==> src/rtl/mole_pkg.sv <==
// Shared types and constants for the whack-a-mole round controller.
package mole_pkg;

    typedef enum logic [2:0] {
        ST_IDLE,
        ST_GAP,
        ST_UP,
        ST_HIT,
        ST_OVER
    } state_t;

    localparam logic [15:0] LFSR_SEED        = 16'hACE1;
    // Feedback taps 16,14,13,11 expressed as bit positions 15,13,12,10.
    localparam logic [15:0] LFSR_TAPS        = 16'hB400;
    localparam int          HITS_PER_SPEEDUP = 4;
    localparam int          SCORE_W          = 8;
    localparam int          PERIOD_W         = 27;

    function automatic logic [15:0] lfsr_next(input logic [15:0] s);
        return {s[14:0], ^(s & LFSR_TAPS)};
    endfunction

endpackage

==> src/rtl/tick_gen.sv <==
// Programmable tick-enable divider: one-cycle pulse every period+1 clocks,
// restartable from zero so a caller can align ticks to its own events.
module tick_gen (
    input  logic        clk,
    input  logic        rst_n,
    input  logic        clr,
    input  logic [26:0] period,
    output logic        tick
);

    logic [26:0] cnt;

    assign tick = (cnt == period);

    // The >= guard keeps the counter bounded even if period ever drops below cnt.
    always_ff @(posedge clk or negedge rst_n) begin
        if (!rst_n) begin
            cnt <= '0;
        end else if (clr || (cnt >= period)) begin
            cnt <= '0;
        end else begin
            cnt <= cnt + 27'd1;
        end
    end

endmodule

==> src/rtl/mole_sequencer.sv <==
// Whack-a-mole round controller: gap / raised mole / hit-or-timeout sequencing,
// scoring, lives and a tick period that shortens as the score grows.
module mole_sequencer
    import mole_pkg::*;
#(
    parameter int N_HOLES   = 8,
    parameter int BASE_DIV  = 12499999,
    parameter int MIN_DIV   = 3124999,
    parameter int STEP_DIV  = 1249999,
    parameter int UP_TICKS  = 6,
    parameter int GAP_TICKS = 2,
    parameter int LIVES     = 3
) (
    input  logic               clk,
    input  logic               rst_n,
    input  logic               start,
    input  logic [N_HOLES-1:0] btn,
    output logic [N_HOLES-1:0] mole,
    output logic [7:0]         score,
    output logic [1:0]         lives,
    output logic               game_over,
    output logic               tick,
    output state_t             state_dbg
);

    localparam int HOLE_W = $clog2(N_HOLES);
    localparam int TCNT_W = 16;

    localparam logic [PERIOD_W-1:0] BASE_P  = PERIOD_W'(BASE_DIV);
    localparam logic [PERIOD_W-1:0] MIN_P   = PERIOD_W'(MIN_DIV);
    localparam logic [PERIOD_W-1:0] STEP_P  = PERIOD_W'(STEP_DIV);
    localparam logic [PERIOD_W-1:0] FLOOR_P = PERIOD_W'(MIN_DIV + STEP_DIV);
    localparam logic [TCNT_W-1:0]   UP_LAST  = TCNT_W'(UP_TICKS - 1);
    localparam logic [TCNT_W-1:0]   GAP_LAST = TCNT_W'(GAP_TICKS - 1);
    localparam logic [SCORE_W-1:0]  SPEEDUP_MASK = SCORE_W'(HITS_PER_SPEEDUP - 1);
    localparam logic [1:0]          LIVES_INIT   = 2'(LIVES);

    state_t               state;
    logic [15:0]          lfsr;
    logic [HOLE_W-1:0]    prev_hole;
    logic [N_HOLES-1:0]   btn_q;
    logic [N_HOLES-1:0]   btn_qq;
    logic [TCNT_W-1:0]    tick_cnt;
    logic [PERIOD_W-1:0]  period;

    logic [N_HOLES-1:0]   edges;
    logic                 hit_ev;
    logic                 miss_ev;
    logic                 gap_done;
    logic                 hit_done;
    logic                 start_ev;
    logic                 clr;
    logic [HOLE_W-1:0]    cand;
    logic [HOLE_W-1:0]    sel_hole;
    logic [SCORE_W-1:0]   score_inc;
    logic [PERIOD_W-1:0]  period_dec;

    assign state_dbg = state;

    tick_gen u_tick_gen (
        .clk    (clk),
        .rst_n  (rst_n),
        .clr    (clr),
        .period (period),
        .tick   (tick)
    );

    // Event decode; the registered edge pair puts a press two clocks from state.
    always_comb begin
        edges      = btn_q & ~btn_qq;
        hit_ev     = (state == ST_UP) && (|(edges & mole));
        miss_ev    = (state == ST_UP) && !hit_ev &&
                     ((|edges) || (tick && (tick_cnt == UP_LAST)));
        gap_done   = (state == ST_GAP) && tick && (tick_cnt == GAP_LAST);
        hit_done   = (state == ST_HIT) && tick;
        start_ev   = ((state == ST_IDLE) || (state == ST_OVER)) && start;
        clr        = hit_ev || miss_ev || gap_done || hit_done || start_ev;
        cand       = lfsr[HOLE_W-1:0];
        sel_hole   = (cand == prev_hole) ? cand + HOLE_W'(1) : cand;
        score_inc  = (score == '1) ? score : score + SCORE_W'(1);
        period_dec = (period >= FLOOR_P) ? period - STEP_P : MIN_P;
    end

    always_ff @(posedge clk or negedge rst_n) begin
        if (!rst_n) begin
            state     <= ST_IDLE;
            mole      <= '0;
            score     <= '0;
            lives     <= LIVES_INIT;
            game_over <= 1'b0;
            period    <= BASE_P;
            lfsr      <= LFSR_SEED;
            prev_hole <= '0;
            btn_q     <= '0;
            btn_qq    <= '0;
            tick_cnt  <= '0;
        end else begin
            lfsr   <= lfsr_next(lfsr);
            btn_q  <= btn;
            btn_qq <= btn_q;

            if (clr) begin
                tick_cnt <= '0;
            end else if (tick) begin
                tick_cnt <= tick_cnt + TCNT_W'(1);
            end

            case (state)
                ST_IDLE, ST_OVER: begin
                    if (start_ev) begin
                        state     <= ST_GAP;
                        game_over <= 1'b0;
                        score     <= '0;
                        lives     <= LIVES_INIT;
                        period    <= BASE_P;
                    end
                end
                ST_GAP: begin
                    if (gap_done) begin
                        state     <= ST_UP;
                        mole      <= N_HOLES'(1) << sel_hole;
                        prev_hole <= sel_hole;
                    end
                end
                ST_UP: begin
                    if (hit_ev) begin
                        state <= ST_HIT;
                        mole  <= '0;
                        score <= score_inc;
                        // A saturated score never lands on a multiple, so no speed-up at 255.
                        if ((score_inc & SPEEDUP_MASK) == '0) begin
                            period <= period_dec;
                        end
                    end else if (miss_ev) begin
                        mole  <= '0;
                        lives <= lives - 2'd1;
                        if (lives == 2'd1) begin
                            state     <= ST_OVER;
                            game_over <= 1'b1;
                        end else begin
                            state <= ST_GAP;
                        end
                    end
                end
                ST_HIT: begin
                    if (hit_done) begin
                        state <= ST_GAP;
                    end
                end
                default: state <= ST_IDLE;
            endcase
        end
    end

endmodule

==> config.mk <==
export PLATFORM = sky130hd
export DESIGN_NAME = mole_sequencer
export DESIGN_NICKNAME = d
export VERILOG_FILES = /design/src/rtl/mole_pkg.sv /design/src/rtl/tick_gen.sv /design/src/rtl/mole_sequencer.sv
export SDC_FILE = /design/constraint.sdc
export NUM_CORES = 1
export LEC_CHECK = 0
export ABC_AREA = 1
export CORE_ASPECT_RATIO = 0.8
export CORE_MARGIN = 1
export CORE_UTILIZATION = 55
export DETAILED_ROUTE_END_ITERATION = 10
export DONT_BUFFER_PORTS = 1
export PLACE_DENSITY_LB_ADDON = 0.25
export SLEW_MARGIN = 20
export SYNTH_ARGS = -nofsm -noshare
export SYNTH_HDL_FRONTEND = slang
export SYNTH_HIERARCHICAL = 1
export SYNTH_SLANG_ARGS = --single-unit
==> constraint.sdc <==
create_clock -name clk -period 2.9 [get_ports clk]
set_input_delay 0.145 -clock clk [delete_from_list [all_inputs] [get_ports clk]]
set_output_delay 0.145 -clock clk [all_outputs]
set_load 0.005 [all_outputs]
* Yosys cells after proc, flatten, opt, wreduce, memory -nomap -nowiden
Cells that the tools add are included.
** Storage, ports and cells
- Bits of input ports :: 11
- Register bits :: 127
- Word-level logic and storage cells :: 111
- RAM bits :: 0
- Latch bits :: 0
- Bits in read-only memories :: 0
- Memories kept :: 0
- Output and inout bits :: 23
** Operators by class
- Multiplexer cells :: 33
- Eq/ne operators :: 20
- Divide/modulo/power cells :: 0
- $add $sub $neg :: 6
- Reductions and logical operators :: 33
- Multiply operators :: 0
- Bitwise operators :: 3
- Shift operators :: 1
- Order comparisons :: 2
** Operators by type and width (count)
- two-way mux 27 bit :: 5
- case mux 27 bit (2 select lines) :: 1
- two-way mux 8 bit :: 6
- two-way mux 16 bit :: 2
- case mux 8 bit (2 select lines) :: 2
- adder 27 x 1 -> 27 bit, second input constant :: 1
- equality test 27 bit :: 1
- greater-or-equal comparator 27 x 23 -> 1 bit, second input constant :: 1
- greater-or-equal comparator 27 bit :: 1
- subtractor 27 x 21 -> 27 bit, second input constant :: 1
- two-way mux 3 bit :: 7
- adder 16 x 1 -> 16 bit, second input constant :: 1
- AND 8 bit :: 2
- equality test 16 x 1 -> 1 bit, second input constant :: 1
- equality test 16 x 3 -> 1 bit, second input constant :: 1
- AND reduction 4 bit :: 4
- OR reduction 8 bit :: 2
- XOR reduction 16 bit :: 1
- != test 2 bit, second input constant :: 7
- case mux 3 bit (4 select lines) :: 1
- adder 8 x 1 -> 8 bit, second input constant :: 1
- equality test 8 bit, second input constant :: 1
- logical AND 1 bit :: 8
- logical NOT 8 bit :: 1
- 23 further kinds :: 39

* Logic depth before layout (Yosys ltp)
Gate-level depths: netlist of run 1.
- Word-level depth :: 14
- Depth in mapped cells :: 20
- Mapped depth without buffers :: 17

* By module
Netlist of run 1, hierarchy kept.
** By module, submodules not included
- mole_sequencer :: instances 1, area an instance 5948.2 µm², seq. area each 2534.9 µm², cells an instance 805
- tick_gen :: instances 1, area an instance 2388.5 µm², seq. area each 675.6 µm², cells an instance 337

* Worst setup path before layout of run 1
No wires, ideal clock.
- Kind :: reg-to-reg
- From :: register period[18]
- To :: register u_tick_gen.cnt[17]
- Setup time :: 0.120 ns
- Buffers on the path :: 3
- Required time :: 2.780 ns
- Path slack :: -0.145 ns
- Arrival :: 2.925 ns
- Cell stages (with the launch flop) :: 17
- Clock period less this slack :: 3.045 ns
- Cell sequence :: dfstp_2 > inv_1 > ha_1 > nand2_1 > inv_1 > nand4_1 > nor4_1 > buf_4 > inv_2 > nor3_1 > nand4_2 > nand4_4 > buf_8 > inv_1 > nand4_4 > buf_6 > nor2_1
** Between the ends
- Longest elaborated chain between the ends :: 10
- Elaborated cells on any way between the ends :: 14
- Classes of those cells :: order compare (1); eq/ne (1); mux (1); reduce/logical (11)
** RTL lines
- start: declaration :: line mole_sequencer.sv:44 : logic [PERIOD_W-1:0] period;
- start signal: assignment :: line mole_sequencer.sv:132 : period <= period_dec;
- equality test 27 bit (*) :: line tick_gen.sv:13 : assign tick = (cnt == period);
- net tick :: line mole_sequencer.sv:22 : output logic tick,
- logical AND 1 bit :: line mole_sequencer.sv:73 : ((|edges) || (tick && (tick_cnt == UP_LAST)));
- logical OR 1 bit :: line mole_sequencer.sv:73
- logical AND 1 bit :: line mole_sequencer.sv:72 : miss_ev = (state == ST_UP) && !hit_ev &&
- logical OR 1 bit (2 in series) :: line mole_sequencer.sv:77 : clr = hit_ev || miss_ev || gap_done || hit_done || start_ev;
- logical OR 1 bit (*) (2 in series) :: line mole_sequencer.sv:77
- net clr :: line mole_sequencer.sv:52 : logic clr;
- logical OR 1 bit (*) :: line tick_gen.sv:19 : end else if (clr || (cnt >= period)) begin
- two-way mux 27 bit (*) :: line tick_gen.sv:19
- end signal: assignment :: line tick_gen.sv:22 : cnt <= cnt + 27'd1;
- end: declaration :: line tick_gen.sv:11 : logic [26:0] cnt;
Mark *: on every way through the listed nets, which the timed path passes. The rest lies on a longest branch.
A chain may end at the register's enable or synchronous reset.

* Final worst setup path of run 1
- From :: register period[10]
- To :: register u_tick_gen.cnt[10]
** Between the ends
- Longest elaborated chain between the ends :: 10
- Elaborated cells on any way between the ends :: 14
- Classes of those cells :: order compare (1); eq/ne (1); mux (1); reduce/logical (11)
** RTL lines (line)
- parallel branches: the longest is 8 deep, another holds greater-or-equal comparator 27 bit
- logical OR 1 bit (*) :: tick_gen.sv:19
- two-way mux 27 bit (*) :: tick_gen.sv:19
Mark *: on every way between the ends.

==> impl_results.md, run 1 <==
- Vias: 7615
- DIE AREA: approximately 0.016 mm^2
- Synth Register Bits: ~130
- Iteration-0 DRC Markers: about 760
- Design Area, Final: roughly 0.0096 mm^2
- DRC Markers: 0
- Synthesized area: about 0.0083 mm^2
- Critical path endpoint: u_tick_gen/cnt[10]
- Distinct cells, synth: between 40 and 50
- Seq. cell area: about 0.0032 mm^2
- WL final: 22200 um
- DIE WIDTH: ~140 um
- YS warnings: 6
- Slew margin rel.: 59.78%
- Share of cells above drive strength 1: 16.31%
- Max Slew Vio Count: 0
- Final period util: about 95%
- Met3 track demand over resource: 5.930%
- R2R depth: 17
- Largest net degree at the start of global routing: 128
- Max_cap viols: 0
- Startpoint types: flop
- Top-Level Pins: 34
- DPL Wire Length: 15520 um
- Drt pass-1 iters: 6
- Min-Delay Path Class: in2async
- First-pass GRT wire length: between 30000 and 40000 um
- Worst-skew pair later-pin latency: 0.42 ns
- Seq/Total Area, Yosys: about two fifths
- Worst slew pin tran: roughly 0.60 ns
- Clock-pin transition on the worst setup and hold timing paths: approximately 0.060 ns
- Gr usage total: ~29%
- Layout area overhead: 15.37%
- Met2 usage: slightly above 40%
- Total CTS buffers: 17
- Core area: between 0.01 and 0.015 mm^2
- Hold WS: -0.5826 ns
- Max Clk Rate: approximately 360 MHz
- CTS HTree Levels: 4
- Routed Antenna Nets: 0
- Hold-fix buffers at CTS: 8
- Clk sink count: ~130
- NumNets Final: 1241
- Final Critical Period: approximately 2.8 ns
- Worst setup path class: reg2reg
- Power Density: approximately 800 mW/mm^2
- Syn Area/Cell: between 7 and 8 um^2
- Busiest grt layer: met1
- Worst EP required: between 3 and 4 ns
- Vias in the first global route: between 6000 and 7000
- DP Area: roughly 0.0087 mm^2
- Setup slack, reg-to-reg: 0.15 ns
- Number of port buffers: 0
- Run status: complete, but fails checks
- Fin util: between 60% and 70%
- Row cnt: 39
- Final Total Pwr: roughly 0.0078 W
- CP Max Fanout: 7
- GR Layer Usage met1: between 40% and 50%
- CTS max path bufs: 2
- Crit Reg-Reg Startpoint: period[10]
- Number of fill cells: around 1200
- Crit path DAT: between 3 and 4 ns
- Area of the multi-input gates: approximately 0.0047 mm^2
- Leakage Power: ~4.6 nW
- RSZ-0062 raised after global routing: yes
- Vias per cell: between 5 and 6
- CTS tree: built
- Worst setup EP type: flop
- Worst Setup SP: period[10]
- Initial core utilization: a little under three fifths
- Grt ovf: 0
- Post-Syn Nets: approximately 1200
- Die span in y: ~110 um
- Failing checks: hold timing
- DR WL/cell: ~16 um
- Cells after synthesis: ~1100
- Reg-to-Reg End: u_tick_gen/cnt[10]
- Final setup fails: 0
- Initial antenna violation count: 0
- Clk_skew: 0.01312 ns
- Gpl congestion: 0.9671
- Worst vdd ir: ~0.00048 V
- Final Hold Fails: about 130
- CTS root buf: clkbuf_16
- Ant. Diodes: 0
==> area by class of cell <==
| class | instances | share of cell area [%] |
|---|---|---|
| well taps | 184 | 2.394 |
| repair buffers | 49 | 4.033 |
| multi-input cells | 853 | 48.43 |
| inverters | 147 | 5.828 |
| clock inverters | 9 | 1.171 |
| clock buffers | 23 | 4.761 |
| flip-flops and latches | 127 | 33.38 |
==> what timing repair did <==
item,in CTS,in global routing
setup endpoints to repair,0,56
buffers inserted,0,12
resized for setup,0,34
hold endpoints to repair,135,127
==> worst min-delay path by stage <==
| stage | start | endpoint | cells past startpoint |
|---|---|---|---|
| 2_1_floorplan | rst_n | btn_q[0] | 0 |
| 3_3_place_gp | rst_n | tick_cnt[10] | 0 |
| 3_5_place_dp | rst_n | tick_cnt[10] | 0 |
| 4_1_cts | rst_n | tick_cnt[10] | 0 |
| 5_1_grt | rst_n | tick_cnt[9] | 0 |
| 6_report | rst_n | tick_cnt[10] | 0 |
==> state kept, by name, indices dropped and copies added, names as in the netlist, 8 cells and up <==
name	count
btn_qq	8
btn_q	8
u_tick_gen/cnt	27
tick_cnt	16
lfsr	16
mole	8
period	27
score	8
==> cells by family (layout without fill, tap and decap cells) <==
kind of cell               Yosys count  after routing  synth area share, %
xor gates and xnor gates            51             51                5.358
muxes                                1              1               0.1351
AOI/OAI and AO/OA                   71             71                4.818
and+or+nand+nor                    692            695                37.69
buffers and inverters              165            228                8.239
DFF                                127            127                38.51
adders and majority gates           35             35                5.253
==> metrics by stage <==
stage,std cells,setup slack (ns),TNS (ns)
after floorplan,1142,0.005289,0
after global placement,1337,0.1358,0
after detailed placement,1337,0.05277,0
after CTS,1377,0.02945,0
after global routing,1392,-0.04928,-0.3381
final,1392,0.1489,0
==> routing by layer <==
| metal | vias to the layer above | share of wire (%) |
|---|---|---|
| met3 | 30 | 7.2 |
| met5 | - | 0 |
| met1 | 3551 | 49 |
| met4 | 0 | 1.3 |
| met2 | 286 | 43 |
| li1 | 3748 | - |
==> report_power, final <==
part | switching [W] | internal (W)
Combinational | 0.00224 | 0.00111
Sequential | 0.000242 | 0.00209
Clock | 0.000811 | 0.00129
Total | 0.00329 | 0.00449
==> synthesized netlist by cell type (all sizes together) <==
library cell  instances  area (um^2)
a21boi                6        45.05
a21o                  1        7.510
a21oi                18        93.84
a31o                  1        8.760
and2                  1        6.260
and3                  1        6.260
buf                  16        121.4
clkbuf                2        8.750
dfrtp               101         2527
dfstp                26        683.2
ha                   35        437.9
inv                 147        556.8
mux2                  1        11.26
nand2               352         1374
nand3               101        545.5
nand3b                4        30.03
nand4                30        239.0
nor2                172        745.7
nor3                 25        156.4
nor3b                 1        7.510
nor4                  2        12.51
o21a                  4        30.03
o21ai                36        180.2
o21bai                1        7.510
o22ai                 1        6.260
o31ai                 3        22.52
or2                   3        18.77
xnor2                18        157.7
xor2                 33        289.0
==> layout by cell type (no fill, tap or decap), drive strengths merged, types with 6 or more instances in the layout <==
cell         netlist  layout
buf               16      41
xor2              33      33
clkbuf             2      23
a21boi             6       6
o21ai             36      36
nor2             172     172
ha                35      35
nand3            101     101
dfstp             26      26
a21oi             18      18
inv              147     147
dlygate4sd3        0       8
xnor2             18      18
nand2            352     352
nand4             30      33
dfrtp            101     101
nor3              25      25
==> critical path, cell delays in order (launching register included) <==
cell and delay [ns]:
dfstp_2 0.54, inv_2 0.05, ha_4 0.27, nand2_2 0.05, inv_2 0.06, nand2_2 0.06
inv_2 0.05, nand4_1 0.12, nor4_4 0.30, inv_2 0.11, nor3_2 0.11, nand3_1 0.11
nand3_2 0.12, nand2_4 0.07, nand4_4 0.08, clkinvlp_4 0.23, nand4_4 0.22, nor2_2 0.06
No activity file was read; power rests on OpenSTA's default activity.
==> run 2, diff against run 1 <==
Settings changed: ABC_AREA 1 to default.
==> run 2 against run 1 <==
The flow finishes with violations (hold timing, setup timing). Utilization grew 4.0 points. Via count shrank 22%. Setup slack lost 0.32 ns. Fmax shrank 10%. Critical path type unchanged. Critical endpoint is now u_tick_gen/cnt[21]. Largest cell class unchanged.
==> impl_results.md, run 2 <==
- Run status: complete, but fails checks (unchanged)
- Failing checks: hold timing, setup timing (was hold timing)
- Iteration-0 DRC Markers: 363 (was 761)
- Setup slack, reg-to-reg: -0.17 ns (was 0.15 ns)
- Vias per cell: 6.039 (was 5.471)
- Compound-Gate Fraction of Synth Area: 14.48% (was 4.818%)
- Most frequent cell after synthesis: dfrtp_1 (was nand2_1)
- Post-Synth XOR/XNOR Area: 5.924% (was 5.358%)
- Crit path DAT: 3.35 ns (was 3.05 ns)
- CTS max path bufs: 2 (unchanged)
- Seq/Total Area, Yosys: 46.20% (was 38.51%)
- CP Max Fanout: 6 (was 7)
- Max Slew Vio Count: 0 (unchanged)
- Commonest cells in the netlist: dfrtp_1 (101), nand2_1 (56), nor2_1 (55) (was nand2_1 (341), nor2_1 (148), inv_1 (135))
- Hold-fix buffers at CTS: 9 (was 8)
- DP Area: 0.007690 mm^2 (was 0.008683 mm^2)
- Clock-pin transition on the worst setup and hold timing paths: 0.06 ns (about the same)
- Top post-synthesis cells by area: dfrtp_1 (36%), dfstp_2 (9.8%), ha_1 (6.3%), xnor2_1 (3.3%), nand2_1 (3.0%) (was dfrtp_1 (30%), nand2_1 (15%), dfstp_2 (8.2%), nor2_1 (6.7%), inv_1 (6.1%))
- Hold WS: -0.5824 ns (was -0.5826 ns)
- Share of cells above drive strength 1: 23.92% (was 16.31%)
- Final Hold Fails: 127 (unchanged)
- Largest family of logic cells by synthesized area: simple AND/OR/NAND/NOR gates (unchanged)
- DPL Wire Length: 11980 um (was 15520 um)
- Multiplexer share of the synthesized area: 0.9363% (was 0.1351%)
- Worst slack, placed: -0.1462 ns (was 0.05277 ns)
- Reg-to-Reg End: u_tick_gen/cnt[21] (was u_tick_gen/cnt[10])
- Max_cap viols: 0 (unchanged)
- Total CTS buffers: 17 (unchanged)
- RSZ-0062 raised after global routing: yes (unchanged)
- TNS Setup: -3.490 ns (was 0 ns)
- Post-layout worst setup margin: -0.1668 ns (was 0.1489 ns)
- Area leader, netlist: dfrtp_1 (unchanged)
- Clk_skew: 0.01459 ns (was 0.01312 ns)
- Worst setup path class: reg2reg (unchanged)
- Number of port buffers: 0 (unchanged)
- Simple-gate share of the synthesized area: 22.00% (was 37.69%)
- Gpl congestion: 0.9484 (was 0.9671)
- Grt ovf: 0 (unchanged)
- Worst setup EP type: flop (unchanged)
- Row cnt: 36 (was 39)
- Worst-skew pair later-pin latency: 0.43 ns (was 0.42 ns)
- Largest regs: period (27), u_tick_gen/cnt (27) (unchanged)
- Final Critical Period: 3.067 ns (was 2.751 ns)
- Layout area overhead: 23.69% (was 15.37%)
- Cells after synthesis: 705 (was 1142)
- Final setup fails: 27 (was 0)
- Commonest cells after routing, fill and taps aside: dfrtp_1 (101), buf_4 (78), nand2_1 (54), nor2_1 (54), inv_1 (46) (was nand2_1 (336), nor2_1 (139), inv_1 (127), dfrtp_1 (101), nand3_1 (95))
- Largest net degree at the start of global routing: 128 (unchanged)
- Min-Delay Path Class: in2async (unchanged)
- Async SR Flop Fraction: 100.0% (unchanged)
- Power Density: 593.4 mW/mm^2 (was 809.1 mW/mm^2)
- Initial antenna violation count: 0 (unchanged)
- Top-Level Pins: 34 (unchanged)
- Max Clk Rate: 326.1 MHz (was 363.5 MHz)
- Post-Syn Nets: 751 (was 1188)
- Final Total Pwr: 0.005101 W (was 0.007782 W)
- Ys flop type: dfrtp_1 (unchanged)
- CTS tree: built (unchanged)
- First-pass GRT wire length: 29720 um (was 35220 um)
- DIE AREA: 0.01309 mm^2 (was 0.01566 mm^2)
- Drt pass-1 iters: 5 (was 6)
- DR WL/cell: 18.37 um (was 15.95 um)
- Initial core utilization: 56.72% (was 57.33%)
- Final period util: 105.8% (was 94.87%)
- Worst slew pin tran: 0.7014 ns (was 0.6033 ns)
- CTS HTree Levels: 4 (unchanged)
- NumNets Final: 840 (was 1241)
- Startpoint types: flop (unchanged)
- Synthesized area: 0.006949 mm^2 (was 0.008337 mm^2)
- Slew margin rel.: 53.12% (was 59.78%)
- Routed Antenna Nets: 0 (unchanged)
- Core area: 0.01225 mm^2 (was 0.01454 mm^2)
- R2R depth: 13 (was 17)
- Ant. Diodes: 0 (unchanged)
- Worst vdd ir: 0.0004978 V (was 0.0004794 V)
- Die span in y: 102.5 um (was 112.1 um)
- Gr usage total: 29.73% (was 28.75%)
- DIE WIDTH: 127.7 um (was 139.7 um)
- Crit Reg-Reg Startpoint: period[11] (was period[10])
- Synth Area in Adders: 6.302% (was 5.253%)
- Worst EP required: 3.18 ns (was 3.20 ns)
- Commonest non-fill, non-tap cell in the layout: dfrtp_1 (was nand2_1)
- WL final: 17960 um (was 22200 um)
- YS warnings: 6 (unchanged)
- Post-synth EDFFs: 0 (unchanged)
- CTS root buf: clkbuf_16 (unchanged)
- Design Area, Final: 0.008596 mm^2 (was 0.009618 mm^2)
- DRC Markers: 0 (unchanged)
- Vias: 5906 (was 7615)
- Leakage Power: 3.848 nW (was 4.570 nW)
- Number of fill cells: 893 (was 1220)
- Clk sink count: 127 (unchanged)
- Share of the synthesized area in the top cell type: 36.37% (was 30.32%)
- Syn Area/Cell: 9.857 um^2 (was 7.300 um^2)
- Vias in the first global route: 5957 (was 6938)
- Synth Register Bits: 127 (unchanged)
- Distinct cells, synth: 77 (was 48)
-- run 2: cell count changes after synthesis, moves of 9 or more --
cell,change
nand2_1,-285
nor2_1,-93
inv_1,-87
nand3_1,-72
nor3_1,+19
nor2_2,-16
a21oi_1,+13
and3_1,+12
xor2_1,-12
inv_2,-11
o31ai_1,+10
clkbuf_1,+9
-- run 2: timing repair --
item / in CTS / in global routing
cloned: 1 / 1
endpoints found under the setup margin: 47 / 59
pin swaps: 4 / 0
setup buffers: 4 / 4
hold endpoints to repair: 136 / 127
resized for setup: 16 / 11
-- run 2: layer usage --
| layer | vias to the layer above | share of wire, % | global-route usage, % |
|---|---|---|---|
| li1 | 2743 | - | - |
| met1 | 2920 | 43 | 37.46 |
| met2 | 204 | 49 | 51.53 |
| met3 | 39 | 5.5 | 5.760 |
| met4 | 0 | 2.0 | 11.31 |
| met5 | - | 0 | 0 |
-- run 2: logic make-up after synthesis --
kind of cell,count (synthesis)
mux,6
simple gates,278
flops,127
fa+ha+maj,35
buf+inv,70
xor+xnor,47
compound gates,142
-- run 2: worst max-delay path by stage --
stage	from	end	slack (ns)	cells after the start
floorplan	period[23]	u_tick_gen/cnt[17]	-0.68	15
global placement	period[12]	u_tick_gen/cnt[1]	-0.06	13
detailed placement	period[23]	u_tick_gen/cnt[21]	-0.15	13
CTS	period[23]	u_tick_gen/cnt[21]	-0.11	13
global route	period[23]	u_tick_gen/cnt[1]	-0.29	13
finish	period[11]	u_tick_gen/cnt[21]	-0.17	13
-- run 2: worst max-delay path, stage by stage, from the launching register on --
cell	delay, ns
dfstp_2	0.53
inv_1	0.04
ha_1	0.27
nand4_1	0.10
or4_4	0.55
nor2_4	0.11
or3b_4	0.40
nor3_4	0.18
a21oi_4	0.05
o211ai_1	0.15
a211oi_2	0.09
o211ai_4	0.18
buf_6	0.20
nor3_1	0.07
-- run 2: area by class of cell --
type                       instances  area [um^2]  area share, %
timing repair buffer              92        770.7          8.967
inverter                          48        180.2          2.096
clock buffer                      17        425.4          4.949
tap                              171        214.0          2.489
clock inverter                    15        168.9          1.965
multi-input combinational        508         3626          42.18
sequential                       127         3211          37.35
-- run 2: stage by stage --
stage | utilization [%] | hold slack [ns] | std cells
after floorplan | - | -0.1506 | 705
after global placement | 62.77 | -0.1483 | 932
after detailed placement | 62.77 | -0.1477 | 932
after CTS | 69.58 | -0.5908 | 976
after global routing | 70.16 | -0.5999 | 978
final | 70.16 | -0.5824 | 978
-- run 2: power breakdown --
group | internal (W) | switching [W]
clock network | 0.00122 | 0.000921
logic | 0.000412 | 0.000525
registers | 0.00192 | 0.0000967
total | 0.00356 | 0.00154
==> run 3, diff against run 2 <==
Settings changed: PLACE_DENSITY from default to 0.83, PLACE_DENSITY_LB_ADDON 0.25 to default.
==> run 3 against run 2 <==
The run still ends with hold timing, setup timing left. Sequential power barely moved. Register-to-register slack barely moved. Largest cell class unchanged. Power fell by 0.23%. Utilization fell by 0.38 points. Routed wire length rose by 5.3%. Largest power group unchanged.
==> impl_results.md, run 3 (synthesis gave the netlist of run 2 again) <==
- Hold WS: -0.5958 ns (was -0.5824 ns)
- Slew margin rel.: 44.65% (was 53.12%)
- Drt pass-1 iters: 6 (was 5)
- Design Area, Final: 0.008549 mm^2 (was 0.008596 mm^2)
- DIE AREA: 0.01309 mm^2 (unchanged)
- Switching part of the total: 30.34% (was 30.25%)
- Initial antenna violation count: 0 (unchanged)
- Top-Level Pins: 34 (unchanged)
- Initial core utilization: 56.72% (unchanged)
- Worst EP required: 3.19 ns (was 3.18 ns)
- DRC Markers: 0 (unchanged)
- Run status: complete, but fails checks (unchanged)
- Seq. cell area: 0.003211 mm^2 (unchanged)
- Critical-path top delay cell: or4_4 (unchanged)
- Min-Delay Path Class: in2async (unchanged)
- DP Area: 0.007637 mm^2 (was 0.007690 mm^2)
- Share of cells above drive strength 1: 24.03% (was 23.92%)
- Clock-pin transition on the worst setup and hold timing paths: 0.07 ns (was 0.06 ns)
- Max stage delay on crit path: 0.56 ns (was 0.55 ns)
- Hold-fix buffers at CTS: 9 (unchanged)
- RSZ-0062 raised after global routing: yes (unchanged)
- Layout area overhead: 23.03% (was 23.69%)
- Total CTS buffers: 17 (unchanged)
- Worst-path cell chain: inv_2 -> ha_4 -> nand4_1 -> or4_4 -> nor2_4 -> or3b_4 -> nor3_4 -> a21oi_4 -> o211ai_1 -> a211oi_2 -> o211ai_4 -> buf_6 -> buf_12 -> nor3_1 (was inv_1 -> ha_1 -> nand4_1 -> or4_4 -> nor2_4 -> or3b_4 -> nor3_4 -> a21oi_4 -> o211ai_1 -> a211oi_2 -> o211ai_4 -> buf_6 -> nor3_1)
- Metal1 wirelength: 7744 um (was 7808 um)
- Final Hold Fails: 127 (unchanged)
- Largest net degree at the start of global routing: 128 (unchanged)
- Leakage Power: 3.809 nW (was 3.848 nW)
- First-pass GRT wire length: 30340 um (was 29720 um)
- Grt ovf: 0 (unchanged)
- NetSw: 0.001544 W (was 0.001543 W)
- DIE WIDTH: 127.7 um (unchanged)
- Row cnt: 36 (unchanged)
- Failing checks: hold timing, setup timing (unchanged)
- Area of the multi-input gates: 0.003636 mm^2 (was 0.003626 mm^2)
- Iteration-0 DRC Markers: 438 (was 363)
- Ant. Diodes: 0 (unchanged)
- Commonest cells after routing, fill and taps aside: dfrtp_1 (101), buf_4 (74), nand2_1 (56), nor2_1 (54), inv_1 (43) (was dfrtp_1 (101), buf_4 (78), nand2_1 (54), nor2_1 (54), inv_1 (46))
- Post-route insts no fill: 974 (was 978)
- Top Layer Used: met4 (unchanged)
- Commonest non-fill, non-tap cell in the layout: dfrtp_1 (unchanged)
- TNS Setup: -3.314 ns (was -3.490 ns)
- CTS root buf: clkbuf_16 (unchanged)
- Die span in y: 102.5 um (unchanged)
- DR WL/cell: 19.43 um (was 18.37 um)
- Max_cap viols: 0 (unchanged)
- CTS tree: built (unchanged)
- Core area: 0.01225 mm^2 (unchanged)
- Routed length on met2: 9407 um (was 8811 um)
- CTS max path bufs: 2 (unchanged)
- Sequential power share: 39.8% (was 39.6%)
- Power Density: 595.3 mW/mm^2 (was 593.4 mW/mm^2)
- NumNets Final: 836 (was 840)
- Final period util: 105.6% (was 105.8%)
- Share of power burned in combinational logic: 17.8% (was 18.4%)
- Clk sink count: 127 (unchanged)
- Gr usage total: 30.32% (was 29.73%)
- Worst-skew pair later-pin latency: 0.43 ns (about the same)
- Routed Antenna Nets: 0 (unchanged)
- Vias in the first global route: 6101 (was 5957)
- Placed cell count: 925 (was 932)
- Largest regs: period (27), u_tick_gen/cnt (27) (unchanged)
- CTS HTree Levels: 4 (unchanged)
- Max Slew Vio Count: 0 (unchanged)
- Worst slack, placed: -0.1458 ns (was -0.1462 ns)
- DPL Wire Length: 12310 um (was 11980 um)
- WL final: 18920 um (was 17960 um)
- Routed wl met3: 1112 um (was 988 um)
- Worst setup EP type: flop (unchanged)
- Max Clk Rate: 326.6 MHz (was 326.1 MHz)
- Crit path DAT: 3.35 ns (about the same)
- Clk_skew: 0.01405 ns (was 0.01459 ns)
- Worst slew pin tran: 0.8094 ns (was 0.7014 ns)
- Worst vdd ir: 0.0005418 V (was 0.0004978 V)
- Worst setup path class: reg2reg (unchanged)
- Vias: 6023 (was 5906)
- Clk network pwr share: 42.3% (was 42.1%)
- Vias per cell: 6.184 (was 6.039)
- Gpl congestion: 0.9487 (was 0.9484)
- CP Max Fanout: 7 (was 6)
- P_int: 0.003545 W (was 0.003558 W)
- Startpoint types: flop (unchanged)
- Final setup fails: 27 (unchanged)
- Number of fill cells: 840 (was 893)
- Setup slack, reg-to-reg: -0.16 ns (was -0.17 ns)
- Final Total Pwr: 0.005089 W (was 0.005101 W)
- Number of port buffers: 0 (unchanged)
- Post-layout worst setup margin: -0.1617 ns (was -0.1668 ns)
- Final Critical Period: 3.062 ns (was 3.067 ns)
[run 3: changes by cell type in the layout (fill, tap and decap cells not counted), sizes merged]
cell | previous run | this run
clkbuf | 18 | 17
clkinv | 5 | 3
inv | 56 | 58
buf | 82 | 79
[run 3: layout make-up]
class	count	area share (%)
clock buffer	17	4.976
clock inverter	15	1.976
inverter	48	2.107
multi-input combinational	508	42.53
sequential	127	37.55
tap	171	2.503
timing repair buffer	88	8.357
[run 3: worst paths after layout]
kind	endpoint	startpoint	depth (start not counted)
max in group asynchronous	period[13]	rst_n	0
setup reg to reg	u_tick_gen/cnt[16]	period[17]	14
min in group clk	period[23]	start	2
hold reg to reg	lfsr[7]	lfsr[6]	0
setup / recovery	u_tick_gen/cnt[16]	period[17]	14
hold / removal	lfsr[12]	rst_n	0
[run 3: layer usage]
| layer | GRT usage, % | vias to the layer above |
|---|---|---|
| met4 | 14.39 | 0 |
| li1 | - | 2719 |
| met3 | 4.930 | 75 |
| met1 | 37.07 | 2962 |
| met2 | 53.38 | 267 |
| met5 | 0 | - |
[run 3: critical path: cells and delay by family, from the launching register on]
family	cells	cell delay (ns)
compound gates	4	0.42
fa+ha+maj	1	0.25
flops	1	0.54
simple gates	6	1.42
buf+inv	3	0.31
[run 3: power by group through the flow]
| stage | Combinational [W] | Sequential (W) | Clock [W] |
|---|---|---|---|
| 6_report | 0.000908 | 0.00203 | 0.00215 |
| 5_1_grt | 0.000999 | 0.00204 | 0.00226 |
| 4_1_cts | 0.000903 | 0.00202 | 0.00217 |
| 3_5_place_dp | 0.000838 | 0.00205 | 0 |
| 3_3_place_gp | 0.000788 | 0.00205 | 0 |
| 2_1_floorplan | 0.000515 | 0.00209 | 0 |
[run 3: what timing repair did]
action / in CTS / in global routing
gates cloned: 2 / 0
endpoints found under the hold margin: 136 / 127
pin swaps: 5 / 1
resized for setup: 17 / 16
buffers inserted: 7 / 2
endpoints found under the setup margin: 50 / 59
[run 3: stage by stage]
stage | hold WS (ns) | utilization, %
after floorplan | -0.1506 | -
after global placement | -0.1483 | 62.34
after detailed placement | -0.1477 | 62.34
after CTS | -0.6064 | 69.50
after global routing | -0.6078 | 69.78
final | -0.5958 | 69.78
